===== config.mk =====
export PLATFORM = sky130hd
export DESIGN_NAME = bid_bank
export DESIGN_NICKNAME = d
export VERILOG_FILES = /design/src/rtl/bid_bank_pkg.sv /design/src/rtl/bid_bank_refill_timer.sv /design/src/rtl/bid_bank.sv
export SDC_FILE = /design/constraint.sdc
export NUM_CORES = 1
export LEC_CHECK = 0
export CAP_MARGIN = 30
export CORE_MARGIN = 1
export CORE_UTILIZATION = 49
export CTS_BUF_LIST = sky130_fd_sc_hd__clkbuf_8
export CTS_CLUSTER_DIAMETER = 120
export DETAILED_ROUTE_END_ITERATION = 10
export PLACE_DENSITY = 0.74
export SETUP_SLACK_MARGIN = 0.2
export SLEW_MARGIN = 5
export SYNTH_ARGS = -nofsm -noshare
export SYNTH_HDL_FRONTEND = slang
export SYNTH_SLANG_ARGS = --single-unit

===== constraint.sdc =====
create_clock -name clk -period 2.6 [get_ports clk]
set_input_delay 0.65 -clock clk [delete_from_list [all_inputs] [get_ports clk]]
set_output_delay 0.65 -clock clk [all_outputs]
set_load 0.05 [all_outputs]

===== src/rtl/bid_bank_pkg.sv =====
// Shared constants and the saturating balance helper used by the bidder
// credit banks and the four-way bidding arbiter.
package bid_bank_pkg;

    // Widths shared between the arbiter and every bank instance.
    localparam int BAL_W = 10;
    localparam int BID_W = 4;

    // Default account settings.
    localparam int DEF_INIT_BALANCE  = 100;
    localparam int DEF_MAX_BALANCE   = 1023;
    localparam int DEF_REFILL_PERIOD = 16;
    localparam int DEF_REFILL_AMOUNT = 8;

    // Net credit/debit at BAL_W+2 signed bits so nothing wraps before the
    // clamp. The arbiter may grant a bidder whose balance is below its bid,
    // so a negative result floors at zero; the top end saturates at ceiling.
    function automatic logic [BAL_W-1:0] sat_update(
        input logic [BAL_W-1:0] bal,
        input logic [BAL_W-1:0] credit,
        input logic [BID_W-1:0] debit,
        input logic [BAL_W-1:0] ceiling
    );
        logic signed [BAL_W+1:0] nxt;
        nxt = $signed({2'b00, bal}) + $signed({2'b00, credit})
            - $signed({{(BAL_W + 2 - BID_W){1'b0}}, debit});
        if (nxt < 0) begin
            return '0;
        end else if (nxt > $signed({2'b00, ceiling})) begin
            return ceiling;
        end else begin
            return nxt[BAL_W-1:0];
        end
    endfunction

endpackage


===== src/rtl/bid_bank_refill_timer.sv =====
// Free-running refill timer: counts 0..PERIOD-1 and pulses tick on the last
// count. Independent of any bid/grant activity so other credit blocks can
// reuse it as-is.
module bid_bank_refill_timer #(
    parameter int PERIOD = 16
) (
    input  logic clk,
    input  logic rst,
    output logic tick
);

    // A period of 1 still needs a 1-bit counter; it simply stays at 0.
    localparam int CNT_W = (PERIOD > 1) ? $clog2(PERIOD) : 1;
    localparam logic [CNT_W-1:0] LAST = CNT_W'(PERIOD - 1);

    logic [CNT_W-1:0] count;

    assign tick = (count == LAST);

    // Advance the phase every cycle, wrapping after the last count.
    always_ff @(posedge clk or posedge rst) begin
        if (rst) begin
            count <= '0;
        end else if (tick) begin
            count <= '0;
        end else begin
            count <= count + 1'b1;
        end
    end

endmodule


===== src/rtl/bid_bank.sv =====
// Per-bidder credit account. The balance is debited by the bid whenever this
// bidder is granted and credited by a fixed amount on every refill tick. Both
// effects are netted in a single step and clamped to [0, MAX_BALANCE].
// grant only reaches the balance through the register, so there is no
// combinational path back into the arbiter.
module bid_bank
    import bid_bank_pkg::*;
#(
    parameter int BAL_W         = bid_bank_pkg::BAL_W,
    parameter int BID_W         = bid_bank_pkg::BID_W,
    parameter int INIT_BALANCE  = DEF_INIT_BALANCE,
    parameter int MAX_BALANCE   = DEF_MAX_BALANCE,
    parameter int REFILL_PERIOD = DEF_REFILL_PERIOD,
    parameter int REFILL_AMOUNT = DEF_REFILL_AMOUNT
) (
    input  logic             clk,
    input  logic             rst,
    input  logic [BID_W-1:0] bid,
    input  logic             grant,
    output logic [BAL_W-1:0] balance
);

    localparam logic [BAL_W-1:0] INIT_V   = BAL_W'(INIT_BALANCE);
    localparam logic [BAL_W-1:0] MAX_V    = BAL_W'(MAX_BALANCE);
    localparam logic [BAL_W-1:0] REFILL_V = BAL_W'(REFILL_AMOUNT);

    logic             refill_tick;
    logic [BID_W-1:0] debit;
    logic [BAL_W-1:0] credit;

    bid_bank_refill_timer #(
        .PERIOD (REFILL_PERIOD)
    ) u_refill_timer (
        .clk  (clk),
        .rst  (rst),
        .tick (refill_tick)
    );

    // Select this cycle's debit and credit; a zero bid debits nothing.
    always_comb begin
        debit  = grant ? bid : '0;
        credit = refill_tick ? REFILL_V : '0;
    end

    // Apply the netted change once per edge; reset discards any pending update.
    always_ff @(posedge clk or posedge rst) begin
        if (rst) begin
            balance <= INIT_V;
        end else begin
            balance <= sat_update(balance, credit, debit, MAX_V);
        end
    end

endmodule


==> summary.md, run 1 <==
| Metric | Value |
|---|---|
| Final wirelength | `2320 µm` |
| Synth top cells by count | `16 x ha_1, 14 x a21oi_1, 13 x inv_1` |
| Router iterations before antenna repair | `4` |
| Minimum clock period | `2540 ps` |
| #FFs+latches synth | `14` |
| Via Count | `845` |
| CTS tree | `built` |
| Post-synth ARST share | `1.00` |
| HP Class | `flip-flop to flip-flop` |
| Boundary Pins | `17` |
| Root buffer cell | `clkbuf_8` |
| Mapped Nets | `123` |
| Avg Inst Size Synth | `10.4 µm²` |
| Area post-placement | `0.00135 mm²` |
| Synth Warn # | `0` |
| DRT antenna net count | `0` |
| Initial DRC Count | `11` |
| Number of vias per cell | `5.38` |
| Die H | `47.8 µm` |
| Ys flop type | `dfrtp_1` |
| Status | `finished, final reports clean` |
| DRC viols | `0` |
| Slew Viols, Final | `0` |
| Synth top area cells | `dfrtp_1 27%, ha_1 19%, dfstp_2 7.7%` |
| Post-synthesis cell area | `0.00103 mm²` |
| Total grt overflow | `0` |
| # clock sinks | `14` |
| Port Buffers | `16` |
| Clock slew at reported path FFs | `60 ps` |
| Highest clock rate | `394 MHz` |
| Setup Crit Path Kind | `input pin to flip-flop` |
| Largest net degree at the start of global routing | `15` |
| Initial antenna violation count | `0` |
| Startpoint Class | `input pin` |
| Synth area leader | `dfrtp_1` |
| Max-cap violations | `0` |
| Nets | `155` |
| First-pass GRT wire length | `3710 µm` |
| Die ar. | `0.00229 mm²` |
| Crit path DAT | `2660 ps` |
| Mapped Cells | `99` |
| Worst-Margin Slew | `537 ps` |
| Hold_buf cts | `0` |
| Register area share after synthesis | `0.344` |
| Final period utilization | `0.977` |
| Rows | `16` |
| Post-Route Skew | `4.45 ps` |
| Std-Cell Core Area | `0.00196 mm²` |
| RSZ-0062 raised after global routing | `true` |
| Worst Setup End Kind | `flip-flop` |
| Die X | `47.8 µm` |
| Initial Utilization | `0.525` |
| Num CTS Buffers | `3` |
| Final Hold Vio Count | `0` |
| Post-synth cell types | `29` |
| Crit path max fanout | `5` |
| Clock Latency Late Sink | `240 ps` |
| Post-synth EDFFs | `0` |
| Area grow syn2layout | `50.2%` |
| Antenna cells | `0` |
| Avg WL per Cell | `14.8 µm` |
| Post-route design area | `0.00155 mm²` |
| Top cell type's share of synthesized area | `0.267` |
| Most frequent cell after synthesis | `ha_1` |
| Relative slew slack | `0.642` |
| Vias in the first global route | `868` |
| # H-tree levels | `1` |
| Gr usage total | `0.240` |
| Worst Path Required | `2720 ps` |
| Hpwl dp | `1640 µm` |
| Final setup vio count | `0` |
| Share of layout cells above drive strength 1 | `0.438` |
| GPL Wtd Cong | `0.817` |
| Clock tree buffer depth | `2` |
## per-stage QoR
stage                util  std cells  TNS (ps)  hold WS (ps)  setup WS (ps)
floorplan               -         99         0           448           56.1
global placement    0.687        150     -6380           467           -658
detailed placement  0.687        150     -6830           481           -720
CTS                 0.774        156         0           493           32.0
global route        0.788        157         0           534           6.14
finish              0.788        157         0           498           61.0
## path summary, 6_finish.rpt
path / start / endpoint / slack [ps] / cells after the start
min in group asynchronous: rst / balance[7] / 740 / 2
worst max register to register: u_refill_timer.count[0] / balance[4] / 170 / 9
max in group asynchronous: rst / balance[1] / 1470 / 2
worst min-delay path: u_refill_timer.count[0] / u_refill_timer.count[0] / 500 / 1
worst max-delay path: grant / balance[4] / 60 / 11
worst min register to register: u_refill_timer.count[0] / u_refill_timer.count[0] / 500 / 1
## cell usage in the layout, fill, tap and decap left out, types with 2 or more instances in the layout
cell | netlist | final
inv_1 | 13 | 12
clkdlybuf4s50_1 | 0 | 11
a21oi_2 | 0 | 10
dfrtp_1 | 11 | 10
buf_4 | 0 | 10
ha_1 | 16 | 8
ha_4 | 0 | 7
xor2_1 | 6 | 6
a21o_1 | 6 | 6
a21oi_1 | 14 | 4
clkbuf_8 | 0 | 4
dfstp_2 | 3 | 3
buf_2 | 0 | 3
nand2_2 | 0 | 2
a221oi_2 | 1 | 2
o21bai_1 | 2 | 2
xnor2_1 | 3 | 2
a21boi_4 | 1 | 2
o21ai_0 | 2 | 2
## per-layer routing
layer  track usage  share of wire
met4        0.0889         0.0047
met5             0              0
met2         0.451           0.54
met3        0.0453          0.035
met1         0.265           0.42
## sequential cells by signal, indices dropped and copies added, names as in the netlist
name                  cells
u_refill_timer.count      4
balance                  10
## worst max-delay path, stage by stage
cell	delay, ps
buf_8	90
and2_4	150
ha_4	120
inv_2	40
ha_4	150
fa_2	360
a211oi_4	230
nor2_1	80
a221o_1	420
a21boi_4	310
a21oi_2	50
## logic make-up (layout without fill, tap and decap cells)
logic type | count (synthesis) | in the layout | share of synthesized area
AND/OR/NAND/NOR | 11 | 11 | 0.0595
adder cells (fa/ha/maj) | 17 | 17 | 0.214
AO/OA/AOI/OAI | 34 | 35 | 0.243
buffers and inverters | 13 | 43 | 0.0474
XOR/XNOR | 10 | 10 | 0.0924
flip-flops | 14 | 14 | 0.344
## area by class of cell
cell class | count | area [µm²]
Clock buffer | 4 | 55.1
Fill cell | 127 | 415
Inverter | 13 | 48.8
Multi-Input combinational cell | 73 | 828
Sequential cell | 14 | 355
Tap cell | 27 | 33.8
Timing Repair Buffer | 26 | 225
## repair_timing
action	in CTS	in global routing
pin swaps	16	8
setup endpoints to repair	10	10
gates resized for setup	37	5
setup buffers	1	1
gates cloned	1	0
endpoints found under the hold margin	0	0
Power of run 1 is left out: the tool's default activity adds up to more than one toggle a clock period on the data nets, which glitch-free logic cannot reach.
==> inputs of run 2 (changes only) <==
Settings changed: GPL_TIMING_DRIVEN set to 0.
==> summary.md, run 2 (synthesized netlist as in run 1, its figures left out) <==
| Metric | Value |
|---|---|
| DRT antenna net count | `0` |
| Die ar. | `0.00229 mm²` |
| Antenna cells | `0` |
| Initial DRC Count | `14` |
| Num CTS Buffers | `3` |
| Clock tree buffer depth | `2` |
| Die X | `47.8 µm` |
| Clock slew at reported path FFs | `60 ps` |
| Reg2reg setup slack | `40 ps` |
| Fillcell total | `134` |
| Cell mode on critical path | `ha_4` |
| Fin Hold WS | `556 ps` |
| Total grt overflow | `0` |
| Hpwl dp | `1630 µm` |
| Initial antenna violation count | `0` |
| Area grow syn2layout | `47.0%` |
| Number of vias per cell | `5.51` |
| Die H | `47.8 µm` |
| Most frequent cells in the layout | `12 x inv_1, 11 x clkdlybuf4s50_1, 10 x dfrtp_1` |
| Crit path DAT | `2750 ps` |
| Worst Hold Launch | `u_refill_timer.count[0]` |
| Buffers and inverters on the worst path | `2` |
| Port Buffers | `16` |
| Max-cap violations | `0` |
| # H-tree levels | `1` |
| Gr usage total | `0.234` |
| Commonest non-fill, non-tap cell in the layout | `inv_1` |
| Clock Latency Late Sink | `250 ps` |
| Final period utilization | `1.01` |
| Std-Cell Core Area | `0.00196 mm²` |
| Max reg flops | `10` |
| Nets | `154` |
| Slew Viols, Final | `0` |
| Reg2reg start | `u_refill_timer.count[0]` |
| Failing checks | `negative setup slack` |
| GPL Wtd Cong | `0.752` |
| Worst Setup End Kind | `flip-flop` |
| Post-Route Skew | `0.551 ps` |
| Worst-Margin Slew | `535 ps` |
| Highest clock rate | `382 MHz` |
| Vias in the first global route | `820` |
| Router iterations before antenna repair | `4` |
| Dpl cells | `142` |
| CTS tree | `built` |
| Status | `finished, violations left` |
| Boundary Pins | `17` |
| Via Count | `860` |
| Root buffer cell | `clkbuf_8` |
| Share of layout cells above drive strength 1 | `0.411` |
| Crit path max fanout | `5` |
| Final setup vio count | `5` |
| Setup Crit Path Kind | `input pin to flip-flop` |
| Rows | `16` |
| Reg with most FFs | `balance` |
| Avg WL per Cell | `15.8 µm` |
| Crit path largest cell delay | `430 ps` |
| Largest registers | `balance (10), u_refill_timer.count (4)` |
| RSZ-0062 raised after global routing | `true` |
| Minimum clock period | `2620 ps` |
| First-pass GRT wire length | `3520 µm` |
| Setup ws final | `-19.3 ps` |
| Hold_buf cts | `0` |
| Final Hold Vio Count | `0` |
| Cell family with most CP delay | `compound AO/OA/AOI/OAI gates` |
| HP Class | `flip-flop to flip-flop` |
| CP Launch Point | `grant` |
| Final Non-Filler Cells | `156` |
| Relative slew slack | `0.643` |
| Place WS | `-840 ps` |
| # clock sinks | `14` |
| Initial Utilization | `0.525` |
| Startpoint Class | `input pin` |
| Worst Path Required | `2730 ps` |
| Final wirelength | `2470 µm` |
| Worst-path cell chain | `buf_8 > and2_4 > ha_4 > inv_2 > ha_4 > fa_2 > a211oi_4 > nor2_1 > a221o_2 > a21boi_4 > a21oi_1` |
| Largest net degree at the start of global routing | `15` |
| DRC viols | `0` |
| Crit path max-delay cell type | `a221o_2` |
-- run 2: cell count changes in the layout (fill, tap and decap cells not counted), sizes merged --
cell           before  now
buf                14   13
clkbuf              4    5
clkdlybuf4s15       1    0
-- run 2: cell type report --
class                   count  area, µm²  area share
inverters                  13       48.8      0.0322
multi-input cells          73        808       0.534
repair buffers             25        213       0.140
well taps                  27       33.8      0.0223
clock buffers               4       55.1      0.0364
flip-flops and latches     14        355       0.235
-- run 2: final timing paths --
kind,end,cells after the start
max,balance[7],11
max in group asynchronous,balance[1],2
min in group asynchronous,balance[4],2
max reg2reg,balance[4],10
min reg2reg,u_refill_timer.count[0],1
min,u_refill_timer.count[0],1
-- run 2: through the flow --
step | utilization | TNS (ps) | instance area, µm²
2_1_floorplan | - | 0 | 1090
3_3_place_gp | 0.656 | -7610 | 1290
3_5_place_dp | 0.656 | -7990 | 1290
4_1_cts | 0.746 | 0 | 1460
5_1_grt | 0.772 | -416 | 1510
6_report | 0.772 | -45.7 | 1510
-- run 2: metal layers --
metal | routed length, µm | share of wire | GRT usage | vias up
li1 | - | - | - | 412
met1 | 1020 | 0.41 | 0.250 | 420
met2 | 1320 | 0.54 | 0.432 | 22
met3 | 89 | 0.036 | 0.0491 | 6
met4 | 42 | 0.017 | 0.111 | 0
met5 | 0 | 0 | 0 | -
-- run 2: repair_timing --
action	in CTS	in global routing
buffers inserted	6	3
resized for setup	32	8
hold endpoints to repair	0	0
pin swaps	17	7
gates cloned	1	0
setup endpoints to repair	10	10
Power of run 2 is left out for the same reason.
==> patch: new RTL, config.mk and constraints of run 1 <==
Change the package constant `BID_W` from 4 to 3.
--- a/src/rtl/bid_bank_pkg.sv
+++ b/src/rtl/bid_bank_pkg.sv
@@ -5,5 +5,5 @@
     // Widths shared between the arbiter and every bank instance.
     localparam int BAL_W = 10;
-    localparam int BID_W = 4;
+    localparam int BID_W = 3;
 
     // Default account settings.
Interface: changed (resized bid); port bits go from 17 to 16. No check against the original RTL was run, so the function may have changed too.
==> patch against run 1 <==
Via count increased by 3.6%; synthesized area decreased by 4.5%; fmax increased by 8.0%; largest cell class unchanged; register-to-register slack improved by 0.09 ns; final cell count unchanged; design area decreased by 5.7%; setup slack improved by 0.19 ns; sequential cell count unchanged; wire length increased by 8.8%; global-route usage increased by 1.2 points.
Power is not shown: default switching activity piles up to over one toggle a cycle in this logic, so the estimate is an artifact.
==> patch: results (changes against run 1) <==
fill_cells: 111  # -13%
io_buffers: 15  # -1
pre_cts_slack_ns: -0.507  # +0.213 ns
synth_compound_area_frac: 0.216  # -0.0267
max_stage_delay_ns: 0.29  # -0.13 ns
top_layer: "met4"
outcome: "finished, final reports clean"
gp_congestion: 0.859  # +5.1%
track_usage: 0.253  # +0.0123
finalNetCount: 156  # +0.65%
synth_flop_cell: "dfrtp_1"
cp_slowest_cell: "ha_1"
met1_usage: 0.303  # +0.0384
synth_area_per_cell_um2: 10.0  # -3.5%
wl_met2_mm: 1.37  # +10%
worstPathArrival_ns: 2.52  # -0.14 ns
synthXorXnorAreaFrac: 0.0789  # -0.0135
grt_use_met2: 0.425  # -0.0264
wl_met3_um: 73  # -8.8%
clock_latency_ns: 0.25
hold_ws_ns: 0.523  # +0.0241 ns
synthTopCellsByArea: "dfrtp_1, ha_1, dfstp_2"
firstDrtPassIters: 4  # unchanged
tightest_slew_ns: 0.534  # -0.00235 ns
cts_root_buf: "clkbuf_8"
viasPerCell: 5.57  # +3.6%
top_regs: "balance (10), u_refill_timer.count (4)"
antenna_found_initial: 0  # unchanged
hp-class: "flop to flop"
synth_seq_area_share: 0.360  # +0.0162
wl_met1_mm: 1.01  # +2.4%
synth_fa_ha_area_frac: 0.224  # +0.0101
grt_max_degree: 15  # unchanged
r2r_setup_slack_ns: 0.26  # +0.09 ns
cts_resized: 19  # -49%
syn-num-nets: 121  # -1.6%
ys_warn_count: 0  # unchanged
drcViolationCount: 0  # unchanged
ys_types: 25  # -14%
timing.final.ws_setup_ns: 0.249  # +0.188 ns
async_reset_ff_frac: 1.00  # unchanged
drive_gt1_frac: 0.356  # -0.0824
drt_iter0_drc: 4  # -7
dp.cells: 148  # -1.3%
cts_setup_buffers: 2  # +1
finClkSkew_ns: 0.000584  # -0.00387 ns
vias: 875  # +3.6%
cts_max_level: 1  # unchanged
grt_pass1_vias: 827  # -4.7%
routed_wl_mm: 2.52  # +8.8%
dp.final_hpwl_mm: 1.59  # -2.7%
antenna_cells: 0  # unchanged
clk_pin_slew_ns: 0.06  # about the same
path_max_fanout: 7  # +2
grtUsageMet3: 0.0423  # -0.00298
dpl_cell_area_mm2: 0.00129  # -4.3%
synthTopCellsByCount: "inv_1, ha_1, a21oi_1, dfrtp_1"
hold_buffers: 0  # unchanged
grt_pass1_wl_mm: 3.68  # -0.57%
-- patch: cell count changes in the layout (fill, tap and decap cells not counted), sizes merged, moves of 2 or more --
cell          run 1  this run
a21o              7         4
a31oi             1         4
buf              14        17
inv              13        17
nand2             4         2
xor2              6         4
-- patch: layout make-up --
class	instances	area (µm²)	share of cell area
Inverter	17	63.8	0.0438
Tap cell	25	31.3	0.0215
Multi-Input combinational cell	67	696	0.477
Clock buffer	4	55.1	0.0378
Timing Repair Buffer	30	256	0.176
Sequential cell	14	355	0.244
-- patch: path summary, 6_finish.rpt --
path                                          from                      end  depth (start not counted)
min in group asynchronous                      rst  u_refill_timer.count[2]                          2
max in group asynchronous                      rst  u_refill_timer.count[0]                          2
setup / recovery                            bid[2]               balance[0]                         10
hold reg to reg            u_refill_timer.count[0]  u_refill_timer.count[0]                          1
setup reg to reg           u_refill_timer.count[1]               balance[8]                         10
hold / removal             u_refill_timer.count[0]  u_refill_timer.count[0]                          1
